[src/rtl/pwm_generator_if.sv]
// PWM generator signal bundle: duty request in, waveform and period counter out.
interface pwm_generator_if #(
  parameter int WIDTH = 8
);
  logic [WIDTH-1:0] PWM_in;
  logic             PWM_out;
  logic [WIDTH-1:0] counter;

  modport master (output PWM_in, input PWM_out, input counter);
  modport slave  (input PWM_in, output PWM_out, output counter);
endinterface

[src/rtl/pwm_generator.sv]
// Free-running 2^WIDTH-cycle PWM with registered output, one cycle behind the compare.
// Optional macro PWM_SHADOW_EN: duty is latched once per period at the wrap.
module pwm_generator #(
  parameter int WIDTH = 8
) (
  input  logic            clk,
  input  logic            rst_n,
  pwm_generator_if.slave  pwm
);

  logic [WIDTH-1:0] cnt_p0;
  logic             pwm_p1;
  logic [WIDTH-1:0] duty_eff;

  function automatic logic duty_hit(input logic [WIDTH-1:0] cnt, input logic [WIDTH-1:0] duty);
    return cnt < duty;
  endfunction

`ifdef PWM_SHADOW_EN
  logic [WIDTH-1:0] duty_shadow;

  // Loading on the last count makes the new duty cover the whole next period.
  always_ff @(posedge clk) begin
    if (rst_n) begin
      duty_shadow <= '0;
    end else if (cnt_p0 == {WIDTH{1'b1}}) begin
      duty_shadow <= pwm.PWM_in;
    end
  end

  assign duty_eff = duty_shadow;
`else
  assign duty_eff = pwm.PWM_in;
`endif

  // p0: period counter; p1: registered compare result
  always_ff @(posedge clk) begin
    if (rst_n) begin
      cnt_p0 <= '0;
      pwm_p1 <= 1'b0;
    end else begin
      cnt_p0 <= cnt_p0 + {{(WIDTH-1){1'b0}}, 1'b1};
      pwm_p1 <= duty_hit(cnt_p0, duty_eff);
    end
  end

  assign pwm.counter = cnt_p0;
  assign pwm.PWM_out = pwm_p1;

endmodule

[src/flat_wrapper.sv]
// flat-port wrapper written by rule: the top's interface ports become plain ports
module pwm_generator_flat 
#(
  parameter int WIDTH = 8
)
  (clk, rst_n, pwm_PWM_in, pwm_PWM_out, pwm_counter);
  pwm_generator_if #(.WIDTH(WIDTH)) pwm_i ();
  input  logic clk;
  input  logic rst_n;
  input wire logic [$bits(pwm_i.PWM_in)-1:0] pwm_PWM_in;
  output wire logic [$bits(pwm_i.PWM_out)-1:0] pwm_PWM_out;
  output wire logic [$bits(pwm_i.counter)-1:0] pwm_counter;
  assign pwm_i.PWM_in = pwm_PWM_in;
  assign pwm_PWM_out = pwm_i.PWM_out;
  assign pwm_counter = pwm_i.counter;
  pwm_generator #(.WIDTH(WIDTH)) u_core (.clk(clk), .rst_n(rst_n), .pwm(pwm_i));
endmodule
[config.mk]
export PLATFORM = sky130hd
export DESIGN_NAME = pwm_generator_flat
export DESIGN_NICKNAME = d
export VERILOG_FILES = /design/src/rtl/pwm_generator_if.sv /design/src/rtl/pwm_generator.sv /design/src/flat_wrapper.sv
export SDC_FILE = /design/constraint.sdc
export NUM_CORES = 1
export LEC_CHECK = 0
export BUFFER_PORTS_ARGS = -buffer_cell sky130_fd_sc_hd__buf_2
export CORE_AREA = 2 2 39 41
export DETAILED_ROUTE_END_ITERATION = 16
export DIE_AREA = 0 0 41 43
export GPL_TIMING_DRIVEN = 0
export SLEW_MARGIN = 20
export SYNTH_ARGS = -nofsm -noshare
export SYNTH_HDL_FRONTEND = slang
export SYNTH_SLANG_ARGS = --single-unit
[constraint.sdc]
create_clock -name clk -period 1.6 [get_ports clk]
set_input_delay 0.32 -clock clk [delete_from_list [all_inputs] [get_ports clk]]
set_output_delay 0.32 -clock clk [all_outputs]
set_load 0.02 [all_outputs]
# Word-level counts from Yosys, hierarchy flattened
# Index checks and enable logic that the tools add are counted.
# word_totals
regBits	9
inputBits	10
out_inout_bits	9
elab_cells	4
# classes
n_addsub	1
order_cmp	1
# ops
cell	count
adder 8 x 1 -> 8 bit, second input constant	1
< comparator 8 bit	1

# Depth between registers and ports, before layout
# logic_depth
ltp_word	1
depth_mapped	5
mapped_depth_nobuf	5

# Worst setup path before layout
# Ideal clock, no wire load.
# synth_timing
path_kind	register to register
start	register u_core.cnt_p0[3] (netlist: u_core.pwm.counter[3])
end	register u_core.pwm_p1 (netlist: u_core.pwm.PWM_out)
setup_time_ns	0.114
arrival_ns	1.426
required_time_ns	1.486
setup_slack_ns	0.059
stages_incl_launch_ff	5
n_path_buf	0
period_less_slack_ns	1.541
cell_sequence	dfxtp_1 -> ha_1 -> a211oi_1 -> o21ai_0 -> a2111oi_0
# synth_between
elab_chain_cells	1
# synth_lines
item	line_no	text
start, declared	pwm_generator.sv:11	logic [WIDTH-1:0] cnt_p0;
start signal, assigned	pwm_generator.sv:42	cnt_p0 <= cnt_p0 + {{(WIDTH-1){1'b0}}, 1'b1};
< comparator 8 bit	pwm_generator.sv:16	return cnt < duty;
end signal, assigned	pwm_generator.sv:43	pwm_p1 <= duty_hit(cnt_p0, duty_eff);
end, declared	pwm_generator.sv:12	logic pwm_p1;
# Every way passes these cells.
# A chain may end at the register's enable or synchronous reset.

# Worst setup path in the final report
# Same ends and word-level chain as after synthesis.

==> impl_metrics.json <==
{
  "critical_path_arrival_ns": 1.61,
  "drt.antenna.violating_nets": 0,
  "worst_path_fanout_max": 5,
  "die_height_um": 43,
  "fin_tns_setup_ns": 0,
  "place_worst_setup_slack_ns": 0.009530,
  "post_synth_inst_count": 56,
  "dp_hpwl_um": 765.3,
  "tightestPinTransition_ns": 0.4184,
  "x_dimension_of_the_die_um": 41,
  "grt_usage": 0.1447,
  "grt_remaining_overflow": 0,
  "clk_latency_ns": 0.26,
  "criticalPathCategory": "reg -> reg",
  "die_area_um2": 1763,
  "grt_max_degree": 10,
  "drt-total-wl_um": 1018,
  "ys_async_sr_fraction": 0,
  "synth_top_flop_cell": "sky130_fd_sc_hd__dfxtp_1",
  "endpoint_kind": "flip-flop",
  "post-route-period-util": 0.9159,
  "grt_setup_unrepaired": "false",
  "timing.final.hold_violations": 0,
  "synth_nets": 74,
  "power.leakage_nw": 0.3185,
  "io_pins": 19,
  "number_of_global_route_vias_before_repair": 418,
  "yosys.area.top_type_share": 0.3609,
  "antenna_found_initial": 0,
  "synth.yosys.seq_area_share": 0.3609,
  "syn2layout_area_growth_pct": 26.82,
  "startpoint_types": "flip-flop",
  "fin_ws_ns": 0.1345,
  "dr_total_vias": 443,
  "fp.coreArea_um2": 1384,
  "drt_pass1_iterations": 4,
  "starting_density": 0.3608,
  "cts_setup_buffers": 0,
  "power_per_unit_of_standard_cell_area_nw_per_um2": 759.7,
  "fmax_mhz": 682.4,
  "cts_made_buffers": 3,
  "insertedDiodeCount": 0,
  "required_ns": 1.75,
  "fillCellCount": 151,
  "detail_route.iter0.violations": 2,
  "gpl.final_weighted_congestion": 0.5954,
  "synth-edff-count": 0,
  "final_core_util": 0.4575,
  "final-max-slew-violation-count": 0,
  "drcViolationCount": 0,
  "post_synth_instance_area_um2": 499.2,
  "worst_path_largest_cell_delay_ns": 0.35,
  "min_delay_path_class": "in -> reg",
  "final_period_minus_worst_setup_slack_ns": 1.465,
  "crit_slowest_cell": "sky130_fd_sc_hd__dfxtp_2",
  "drive_gt1_frac": 0.2987,
  "finalNetCount": 96,
  "clock_sinks": 9,
  "post_synth_main_area_contributors": "sky130_fd_sc_hd__dfxtp_1 36%, sky130_fd_sc_hd__ha_1 20%, sky130_fd_sc_hd__inv_1 5.3%",
  "clk_pin_slew_worst_paths_ns": 0.07,
  "synth_top_cell_by_area": "sky130_fd_sc_hd__dfxtp_1",
  "slew-limit-headroom": 0.7211,
  "buffer_ports.inserted": 17,
  "outcome": "completed",
  "cts_tree": "built",
  "yosys.cell_types.count": 22,
  "yosys_reg_bits": 9,
  "vias_per_cell": 4.763,
  "rows": 14,
  "post_drt_wl_per_cell_um": 10.95,
  "ctsHtreeMaxLevel": 1,
  "synthesis_warning_total": 0,
  "per_instance_average_area_after_synthesis_um2": 8.915,
  "clock-root-buffer": "sky130_fd_sc_hd__clkbuf_4",
  "grt_pass1_wl_um": 1759,
  "max_cap_viol_count": 0,
  "clock_skew_ns": 0.004893,
  "setup_viol_count_final": 0,
  "clock_path_buffers": 2,
  "max-vdd-ir-drop_uv": 394.4,
  "crit_path_cell_chain": "ha_1 -> a211oi_1 -> o21ai_0 -> a2111oi_1"
}
## Yosys cell counts, types with 2 or more instances
| master | n |
|---|---|
| sky130_fd_sc_hd__dfxtp_1 | 9 |
| sky130_fd_sc_hd__inv_1 | 7 |
| sky130_fd_sc_hd__nand3_1 | 3 |
| sky130_fd_sc_hd__o21ai_0 | 3 |
| sky130_fd_sc_hd__ha_1 | 8 |
| sky130_fd_sc_hd__nor2_1 | 4 |
| sky130_fd_sc_hd__nor2b_1 | 2 |
| sky130_fd_sc_hd__nand2_1 | 2 |
| sky130_fd_sc_hd__a21oi_1 | 4 |
| sky130_fd_sc_hd__xor2_1 | 2 |
## sequential cells by signal (all words and copies together) (netlist names)
| signal | cells |
|---|---|
| u_core.pwm.counter | 8 |
| u_core.pwm.PWM_out | 1 |
## power by group
group	switching (mW)	internal, mW	total (mW)	leakage (nW)
registers	0.0102	0.232	0.242	0.0740
logic	0.0322	0.0289	0.0611	0.230
clock network	0.0816	0.0962	0.178	0.0150
## worst paths after layout
check | startpoint | to | slack, ns | cells past startpoint
worst max-delay path | u_core.pwm.counter[3]$_SDFF_PP0_ | u_core.pwm.PWM_out$_SDFF_PP0_ | 0.13 | 4
worst min-delay path | pwm_PWM_in[7] | u_core.pwm.PWM_out$_SDFF_PP0_ | 0.42 | 4
worst max register to register | u_core.pwm.counter[3]$_SDFF_PP0_ | u_core.pwm.PWM_out$_SDFF_PP0_ | 0.13 | 4
worst min register to register | u_core.pwm.counter[0]$_SDFF_PP0_ | u_core.pwm.counter[0]$_SDFF_PP0_ | 0.51 | 1
## metal layers
layer / GRT usage / wire (um) / share of wire
met5: 0 / 0 / 0
met4: 0.04000 / 0 / 0
met3: 0.04712 / 76 / 0.075
met2: 0.2000 / 437 / 0.43
met1: 0.2097 / 504 / 0.50
## cell type report
| cell class | instances | area [um^2] | area share |
|---|---|---|---|
| multi-input combinational | 39 | 290.3 | 0.4585 |
| inverter | 7 | 26.28 | 0.04150 |
| clock buffer | 4 | 26.28 | 0.04150 |
| timing repair buffer | 17 | 85.08 | 0.1344 |
| tap | 16 | 20.02 | 0.03162 |
| sequential | 9 | 181.4 | 0.2866 |
| buffer | 1 | 3.754 | 0.005929 |
## critical path, delay by kind of cell, from the launching register on
family,cells,cell delay [ns]
compound gates,3,0.69
flops,1,0.35
fa+ha+maj,1,0.31
## metrics by stage
stage,cell area [um^2],hold WS [ns],power [mW],cells
6_report,633.1,0.4178,0.4810,93
5_1_grt,633.1,0.4198,0.5077,93
4_1_cts,630.6,0.4144,0.4887,93
3_5_place_dp,604.3,0.4918,0.3077,89
3_3_place_gp,604.3,0.4802,0.3067,89
2_1_floorplan,499.2,0.5404,0.2834,56
## timing repair
item | CTS | global route
hold buffers | 0 | 0
gates resized for setup | 0 | 2
endpoints found under the setup margin | 0 | 1
## cells by family after synthesis
logic type / Yosys count / share of synthesized area
simple gates: 16 / 0.1704
compound gates: 12 / 0.1554
flops: 9 / 0.3609
buf+inv: 8 / 0.06015
fa+ha+maj: 8 / 0.2005
xor+xnor: 3 / 0.05264
## cells in the final DEF, fill, tap and decap left out, types with 3 or more instances in the layout
cell type	count
sky130_fd_sc_hd__o21ai_0	3
sky130_fd_sc_hd__ha_1	8
sky130_fd_sc_hd__dfxtp_1	8
sky130_fd_sc_hd__clkbuf_4	3
sky130_fd_sc_hd__buf_2	17
sky130_fd_sc_hd__nand3_1	3
sky130_fd_sc_hd__nor2_1	4
sky130_fd_sc_hd__inv_1	7
sky130_fd_sc_hd__a21oi_1	4
No activity file was read; power rests on OpenSTA's default activity.
